<file path="config.mk">
export PLATFORM = sky130hd
export DESIGN_NAME = rightcam2ram
export DESIGN_NICKNAME = d
export VERILOG_FILES = /design/src/rtl/cam_pkg.sv /design/src/rtl/cam_sync_edge.sv /design/src/rtl/rightcam2ram.sv
export SDC_FILE = /design/constraint.sdc
export NUM_CORES = 1
export LEC_CHECK = 0
export CAP_MARGIN = 0
export CORE_UTILIZATION = 56
export CTS_BUF_LIST = sky130_fd_sc_hd__clkbuf_16
export CTS_CLUSTER_SIZE = 28
export DETAILED_ROUTE_END_ITERATION = 8
export DONT_BUFFER_PORTS = 1
export PLACE_DENSITY_LB_ADDON = 0.2
export SYNTH_ARGS = -nofsm -noshare
export SYNTH_HDL_FRONTEND = slang
export SYNTH_SLANG_ARGS = --single-unit
</file>
<file path="constraint.sdc">
create_clock -name pclk -period 3.24 [get_ports pclk]
set_input_delay 0.648 -clock pclk [delete_from_list [all_inputs] [get_ports pclk]]
set_output_delay 0.648 -clock pclk [all_outputs]
set_load 0.05 [all_outputs]
</file>
<file path="src/rtl/cam_pkg.sv">
// ---------------------------------------------------------------------------
// cam_pkg : shared definitions for the right-eye camera capture path and the
//           VGA reader that scans the same frame RAM.
// Revision: 1.0
// ---------------------------------------------------------------------------
`default_nettype none

package cam_pkg;

  // Capture sequencing states
  typedef enum logic [1:0] {
    S_WAIT_VS    = 2'd0,
    S_WAIT_START = 2'd1,
    S_CAPTURE    = 2'd2
  } cam_state_e;

  // Source geometry and crop window defaults
  localparam int CAM_SRC_W = 640;
  localparam int CAM_SRC_H = 480;
  localparam int CAM_X0    = 220;
  localparam int CAM_Y0    = 140;
  localparam int CAM_WIN_W = 200;
  localparam int CAM_WIN_H = 200;

  // Pixels per stored image; the VGA reader scans exactly this many words
  localparam int FRAME_PIX = CAM_WIN_W * CAM_WIN_H;

  // RAM geometry and capture counter widths
  localparam int ADDR_W = 16;
  localparam int PIX_W  = 3;
  localparam int COL_W  = 10;
  localparam int ROW_W  = 9;

endpackage

`default_nettype wire

</file>
<file path="src/rtl/cam_sync_edge.sv">
// ---------------------------------------------------------------------------
// cam_sync_edge : registers camera vsync/href once and derives edge strobes
//                 from the registered copies.
// Revision: 1.0
// ---------------------------------------------------------------------------
`default_nettype none

module cam_sync_edge (
  input  logic clk,
  input  logic rst,
  input  logic vsync_i,
  input  logic href_i,
  output logic vs_q_o,
  output logic href_q_o,
  output logic vs_rise_o,
  output logic vs_fall_o,
  output logic href_fall_o
);

  logic vs_q;
  logic vs_prev_q;
  logic href_q;
  logic href_prev_q;

  // Input register plus one history stage for edge detection
  always_ff @(posedge clk or posedge rst) begin
    if (rst) begin
      vs_q        <= 1'b0;
      vs_prev_q   <= 1'b0;
      href_q      <= 1'b0;
      href_prev_q <= 1'b0;
    end else begin
      vs_q        <= vsync_i;
      vs_prev_q   <= vs_q;
      href_q      <= href_i;
      href_prev_q <= href_q;
    end
  end

  assign vs_q_o      = vs_q;
  assign href_q_o    = href_q;
  assign vs_rise_o   = vs_q & ~vs_prev_q;
  assign vs_fall_o   = ~vs_q & vs_prev_q;
  assign href_fall_o = ~href_q & href_prev_q;

endmodule

`default_nettype wire

</file>
<file path="src/rtl/rightcam2ram.sv">
// ---------------------------------------------------------------------------
// rightcam2ram : captures the right camera's YUV422 stream, crops a
//                WIN_W x WIN_H window and writes 3-bit luma into frame RAM.
// Optional build macro RIGHTCAM_BINARY_EN: stores a thresholded (THRESH)
// binary luma instead of the luma MSBs.
// Revision: 1.0
// ---------------------------------------------------------------------------
`default_nettype none

module rightcam2ram
  import cam_pkg::*;
#(
  parameter int SRC_W   = CAM_SRC_W,
  parameter int SRC_H   = CAM_SRC_H,
  parameter int X0      = CAM_X0,
  parameter int Y0      = CAM_Y0,
  parameter int WIN_W   = CAM_WIN_W,
  parameter int WIN_H   = CAM_WIN_H,
  parameter int Y_FIRST = 1
`ifdef RIGHTCAM_BINARY_EN
  ,
  parameter logic [7:0] THRESH = 8'd128
`endif
) (
  input  logic              pclk,
  input  logic              rst,
  input  logic              cam_vsync,
  input  logic              cam_href,
  input  logic [7:0]        cam_d,
  input  logic              freeze,
  output logic              wrclk,
  output logic [ADDR_W-1:0] wraddr,
  output logic [PIX_W-1:0]  wrdata,
  output logic              wren,
  output logic              frame_done,
  output logic              frame_short
);

  localparam logic [COL_W-1:0]  X_LO      = COL_W'(X0);
  localparam logic [COL_W-1:0]  X_HI      = COL_W'(X0 + WIN_W - 1);
  localparam logic [ROW_W-1:0]  Y_LO      = ROW_W'(Y0);
  localparam logic [ROW_W-1:0]  Y_HI      = ROW_W'(Y0 + WIN_H - 1);
  localparam logic [ADDR_W-1:0] LAST_ADDR = ADDR_W'(WIN_W * WIN_H - 1);
  // Byte phase on which the luma byte arrives within each YUV pair
  localparam logic              Y_PHASE   = (Y_FIRST == 0);
  // A window that cannot fit in the source frame (or the RAM) can never
  // complete, so capture is disabled outright rather than writing garbage.
  localparam bit CFG_OK = (X0 + WIN_W <= SRC_W) && (Y0 + WIN_H <= SRC_H) &&
                          (WIN_W * WIN_H <= 65536) && (X0 + WIN_W <= 1023) &&
                          (Y0 + WIN_H <= 511) && (WIN_W > 0) && (WIN_H > 0);

  logic              vs_q;
  logic              href_q;
  logic              vs_rise_w;
  logic              vs_fall_w;
  logic              href_fall_w;
  logic [7:0]        d_q;
  logic              phase_q;
  logic [COL_W-1:0]  col_q;
  logic [ROW_W-1:0]  row_q;
  logic [ADDR_W-1:0] addr_q;
  cam_state_e        state_q;
  logic              done_pend_q;
  logic              frame_done_q;
  logic              frame_short_q;
  logic              wren_q;
  logic [ADDR_W-1:0] wraddr_q;
  logic [PIX_W-1:0]  wrdata_q;

  logic              y_byte_w;
  logic              in_win_w;
  logic              hit_w;
  logic              hit_last_w;
  logic              start_w;
  logic [PIX_W-1:0]  pix_w;

  cam_sync_edge u_sync (
    .clk        (pclk),
    .rst        (rst),
    .vsync_i    (cam_vsync),
    .href_i     (cam_href),
    .vs_q_o     (vs_q),
    .href_q_o   (href_q),
    .vs_rise_o  (vs_rise_w),
    .vs_fall_o  (vs_fall_w),
    .href_fall_o(href_fall_w)
  );

  // Data byte registered alongside vsync/href so all decisions line up
  always_ff @(posedge pclk or posedge rst) begin
    if (rst) d_q <= 8'd0;
    else     d_q <= cam_d;
  end

`ifdef RIGHTCAM_BINARY_EN
  assign pix_w = (d_q >= THRESH) ? {PIX_W{1'b1}} : {PIX_W{1'b0}};
`else
  logic unused_lsbs_w;
  assign pix_w         = d_q[7:5];
  assign unused_lsbs_w = ^d_q[4:0];
`endif

  assign y_byte_w   = href_q && (phase_q == Y_PHASE);
  assign in_win_w   = (col_q >= X_LO) && (col_q <= X_HI) &&
                      (row_q >= Y_LO) && (row_q <= Y_HI);
  assign hit_w      = CFG_OK && (state_q == S_CAPTURE) && y_byte_w && in_win_w;
  assign hit_last_w = hit_w && (addr_q == LAST_ADDR);
  assign start_w    = (state_q == S_WAIT_START) && vs_fall_w && !freeze;

  // Byte phase within a YUV pair; restarts at each line
  always_ff @(posedge pclk or posedge rst) begin
    if (rst)         phase_q <= 1'b0;
    else if (!href_q) phase_q <= 1'b0;
    else             phase_q <= ~phase_q;
  end

  // Column/row/address counters; saturation stops wrap-around false hits
  always_ff @(posedge pclk or posedge rst) begin
    if (rst) begin
      col_q  <= '0;
      row_q  <= '0;
      addr_q <= '0;
    end else if (start_w) begin
      col_q  <= '0;
      row_q  <= '0;
      addr_q <= '0;
    end else begin
      if (href_fall_w)                  col_q <= '0;
      else if (y_byte_w && (col_q != '1)) col_q <= col_q + 1'b1;
      if ((state_q == S_CAPTURE) && href_fall_w && (row_q != '1))
        row_q <= row_q + 1'b1;
      if (hit_w) addr_q <= addr_q + 1'b1;
    end
  end

  // RAM write port: one-cycle strobe, address/data held between writes
  always_ff @(posedge pclk or posedge rst) begin
    if (rst) begin
      wren_q   <= 1'b0;
      wraddr_q <= '0;
      wrdata_q <= '0;
    end else begin
      wren_q <= hit_w;
      if (hit_w) begin
        wraddr_q <= addr_q;
        wrdata_q <= pix_w;
      end
    end
  end

  // Frame sequencing; completion takes priority over a coincident vsync rise
  always_ff @(posedge pclk or posedge rst) begin
    if (rst) begin
      state_q       <= S_WAIT_VS;
      done_pend_q   <= 1'b0;
      frame_done_q  <= 1'b0;
      frame_short_q <= 1'b0;
    end else begin
      done_pend_q   <= 1'b0;
      frame_done_q  <= done_pend_q;
      frame_short_q <= 1'b0;
      case (state_q)
        S_WAIT_VS: begin
          if (vs_q) state_q <= S_WAIT_START;
        end
        S_WAIT_START: begin
          if (start_w) state_q <= S_CAPTURE;
        end
        S_CAPTURE: begin
          if (hit_last_w) begin
            done_pend_q <= 1'b1;
            state_q     <= S_WAIT_VS;
          end else if (vs_rise_w) begin
            frame_short_q <= 1'b1;
            state_q       <= S_WAIT_START;
          end
        end
        default: state_q <= S_WAIT_VS;
      endcase
    end
  end

  assign wrclk       = pclk;
  assign wren        = wren_q;
  assign wraddr      = wraddr_q;
  assign wrdata      = wrdata_q;
  assign frame_done  = frame_done_q;
  assign frame_short = frame_short_q;

endmodule

`default_nettype wire

</file>
==> Implementation_results.wiki <==
{| class="wikitable"
! Metric !! Value
|-
| Number of filler instances in the final layout || 403
|-
| Final critical delay including setup and external delays || 2610 ps
|-
| Share of final-layout standard cells stronger than drive strength 1 || 15.6%
|-
| Post-synth ARST share || 100%
|-
| Mapped Nets || 298
|-
| Clock tree buffer depth || 2
|-
| Number of standard cells after synthesis || 279
|-
| Final setup vio count || 0
|-
| Global-route wire length before repair || 10000 um
|-
| Cells taking the most area after synthesis || sky130_fd_sc_hd__dfrtp_1, sky130_fd_sc_hd__mux2_2, sky130_fd_sc_hd__o31ai_1
|-
| Most frequent cells in the layout || sky130_fd_sc_hd__dfrtp_1, sky130_fd_sc_hd__nand2_1, sky130_fd_sc_hd__nor2_1
|-
| Routability congestion estimate from global placement || 0.752
|-
| Cell type group with the largest total delay on the critical path || simple AND/OR/NAND/NOR gates
|-
| Clock Skews || 5.01 ps
|-
| RSZ-0062 raised after global routing || false
|-
| Total Power Consumption || 1.97 mW
|-
| Cts bufs inserted || 9
|-
| Root cell of the clock tree || sky130_fd_sc_hd__clkbuf_16
|-
| Overall die height || 77.1 um
|-
| Overall overflow remaining after global route || 0
|-
| Largest net degree at the start of global routing || 69
|-
| Die Span X || 77.1 um
|-
| Area overhead of the layout relative to synthesis || 11.7%
|-
| Area inside the core boundary || 5270 sq um
|-
| Sum of buffers and inverters on the critical path || 1
|-
| Worst-case register-to-register setup slack || 630 ps
|-
| CTS tree || yes
|-
| Aggregate negative setup slack || 0 ps
|-
| Post-route cell area || 3520 sq um
|-
| Via density || 6.13
|-
| Remaining antenna violation count after routing || 0
|-
| CP endpoint kind || register
|-
| Worst Setup Start Kind || register
|-
| Register bit total from synthesis || 68
|-
| Detailed-router iteration count before antenna repair || 4
|-
| Slowest CP cell || sky130_fd_sc_hd__or4b_1
|-
| Placed Cells || 343
|-
| Number of antenna violations at the first check in global routing || 0
|-
| Count of H-tree levels built during CTS || 3
|-
| Post-route clock period utilization || 80.7%
|-
| Warnings, synthesis || 0
|-
| Max IR drop VDD || 0.337 mV
|-
| Most common cell after layout, fill and taps aside || sky130_fd_sc_hd__dfrtp_1
|-
| All-Layer GR Usage || 22.2%
|-
| Drt initial violations || 216
|-
| Routed len/inst || 16.5 um
|-
| Yosys top cell area share || 53.9%
|-
| Launch instance of the worst min-delay path || cam_d[6]
|-
| Achievable clock frequency || 382 MHz
|-
| Worst Path Arrival || 2830 ps
|-
| Synthesized area || 3160 sq um
|-
| Cell taking the most area after synthesis || sky130_fd_sc_hd__dfrtp_1
|-
| Count of cell types in the netlist || 47
|-
| # resized after CTS || 0
|-
| Power density normalized to cell area || 559 nW/um^2
|-
| I/O pin count || 36
|-
| NumNets Final || 303
|-
| Count of placed standard cells in the final layout, fillers left out || 359
|-
| Core Rows || 26
|-
| Leakage power || 1.58 nW
|-
| Setup Crit Path Kind || register to register
|-
| Multi-input gate area || 1370 sq um
|-
| Biggest fanout along the worst timing path || 28
|-
| Max-capacitance violation count || 0
|-
| Reg2reg start || row_q[1]
|-
| Hold buffer count at cts || 0
|-
| Result of the run || complete, no violations
|-
| Average cell area after synthesis || 11.3 sq um
|-
| Slowest stage delay, CP || 470 ps
|-
| Count of clock tree sinks || 68
|-
| Sequence of cells on the critical path || ha_1, or4b_1, o211a_4, or2_4, clkinv_1, mux2_2
|-
| Initial Utilization || 59.9%
|-
| Diodes inserted || 0
|-
| IO Port Bufs || 0
|-
| Slew HR || 44.2%
|-
| Die footprint || 5940 sq um
|-
| Reg area || 1700 sq um
|-
| Final count of hold timing violations || 0
|-
| Kind of path behind the tightest hold check || input port to register
|-
| Number of global-route vias before repair || 2101
|-
| Worst setup path startpoint || row_q[1]
|-
| Latest clock arrival within the worst-skew pair || 330 ps
|-
| Buffers inserted during post-CTS setup optimization || 0
|-
| Clock Pin Slew Worst Setup and Hold Paths || 60 ps
|-
| Number of vias after detailed routing || 2201
|-
| Required @ worst endpoint || 3460 ps
|-
| Area after DPL || 3220 sq um
|-
| Sequential element share of the synthesized area || 53.9%
|-
| Slew at the pin closest to its max-slew limit || 837 ps
|-
| Final hold slack || 337 ps
|-
| Dominant register cell in the synthesized netlist || sky130_fd_sc_hd__dfrtp_1
|-
| Half-perimeter wire length of the detailed placement result || 3670 um
|-
| Number of max-slew violations in the final report || 0
|-
| Number of enable flip-flop cells after synthesis || 0
|-
| DR DRC count || 0
|-
| Post-Route WL || 5920 um
|}
layout make-up:
| type | instances | share of cell area (%) |
|---|---|---|
| clock inverter | 7 | 2.17 |
| inverter | 10 | 1.07 |
| sequential | 68 | 48.3 |
| clock buffer | 9 | 6.39 |
| tap | 70 | 2.49 |
| timing repair buffer | 4 | 0.852 |
| multi-input combinational | 191 | 38.7 |
worst paths after layout:
path | end | depth (start not counted)
setup / recovery | wraddr[0] | 6
setup reg to reg | wraddr[0] | 6
min in group asynchronous | col_q[7] | 2
max in group asynchronous | row_q[8] | 2
hold reg to reg | frame_done | 0
hold / removal | d_q[6] | 0
per-layer routing:
layer	global-route usage, %	vias to the layer above	wire [um]
met4	13.6	0	140
li1	-	1060	-
met3	4.76	15	195
met5	0	-	0
met1	28.1	1080	2670
met2	34.8	46	2910
worst register-to-register path: cells and delay by family, from the launching register on:
kind                     cells  cell delay, ps
adder cells (fa/ha/maj)      1             270
multiplexers                 1             360
AND/OR/NAND/NOR              2             850
buffers and inverters        1             210
AO/OA/AOI/OAI                1             350
flip-flops                   1             460
report_power, final:
group | switching (mW) | internal, mW
logic | 0.0533 | 0.0310
registers | 0.0348 | 0.878
clock network | 0.376 | 0.598
through the flow:
stage                     util [%]  worst slack (ps)
after floorplan                  -               805
after global placement        61.1               703
after detailed placement      61.1               661
after CTS                     66.9               620
after global routing          66.9               531
final                         66.9               625
registers in the layout, indices dropped and copies added (netlist names):
signal              count
addr_q                 16
col_q                  10
d_q                     3
done_pend_q             1
frame_done              1
frame_short             1
phase_q                 1
row_q                   9
state_q                 2
u_sync.href_prev_q      1
u_sync.href_q_o         1
u_sync.vs_prev_q        1
u_sync.vs_q_o           1
wraddr                 16
wrdata                  3
wren                    1
cell usage after synthesis, types with 6 or more instances:
library cell / count
sky130_fd_sc_hd__nor2_1: 16
sky130_fd_sc_hd__nand2_1: 17
sky130_fd_sc_hd__and3_1: 6
sky130_fd_sc_hd__o31ai_1: 14
sky130_fd_sc_hd__a21oi_1: 14
sky130_fd_sc_hd__mux2_2: 15
sky130_fd_sc_hd__nand3_1: 12
sky130_fd_sc_hd__ha_1: 6
sky130_fd_sc_hd__nand4_1: 10
sky130_fd_sc_hd__dfrtp_1: 68
sky130_fd_sc_hd__inv_1: 9
sky130_fd_sc_hd__xor2_1: 9
sky130_fd_sc_hd__or4_1: 9
logic make-up after synthesis:
| family | share of synthesized area, % |
|---|---|
| and+or+nand+nor | 18.3 |
| muxes | 7.89 |
| DFF | 53.9 |
| AOI/OAI and AO/OA | 11.2 |
| adders and majority gates | 2.38 |
| xor gates and xnor gates | 3.33 |
| buffers and inverters | 3.01 |
(Power assumes the default switching activity.)
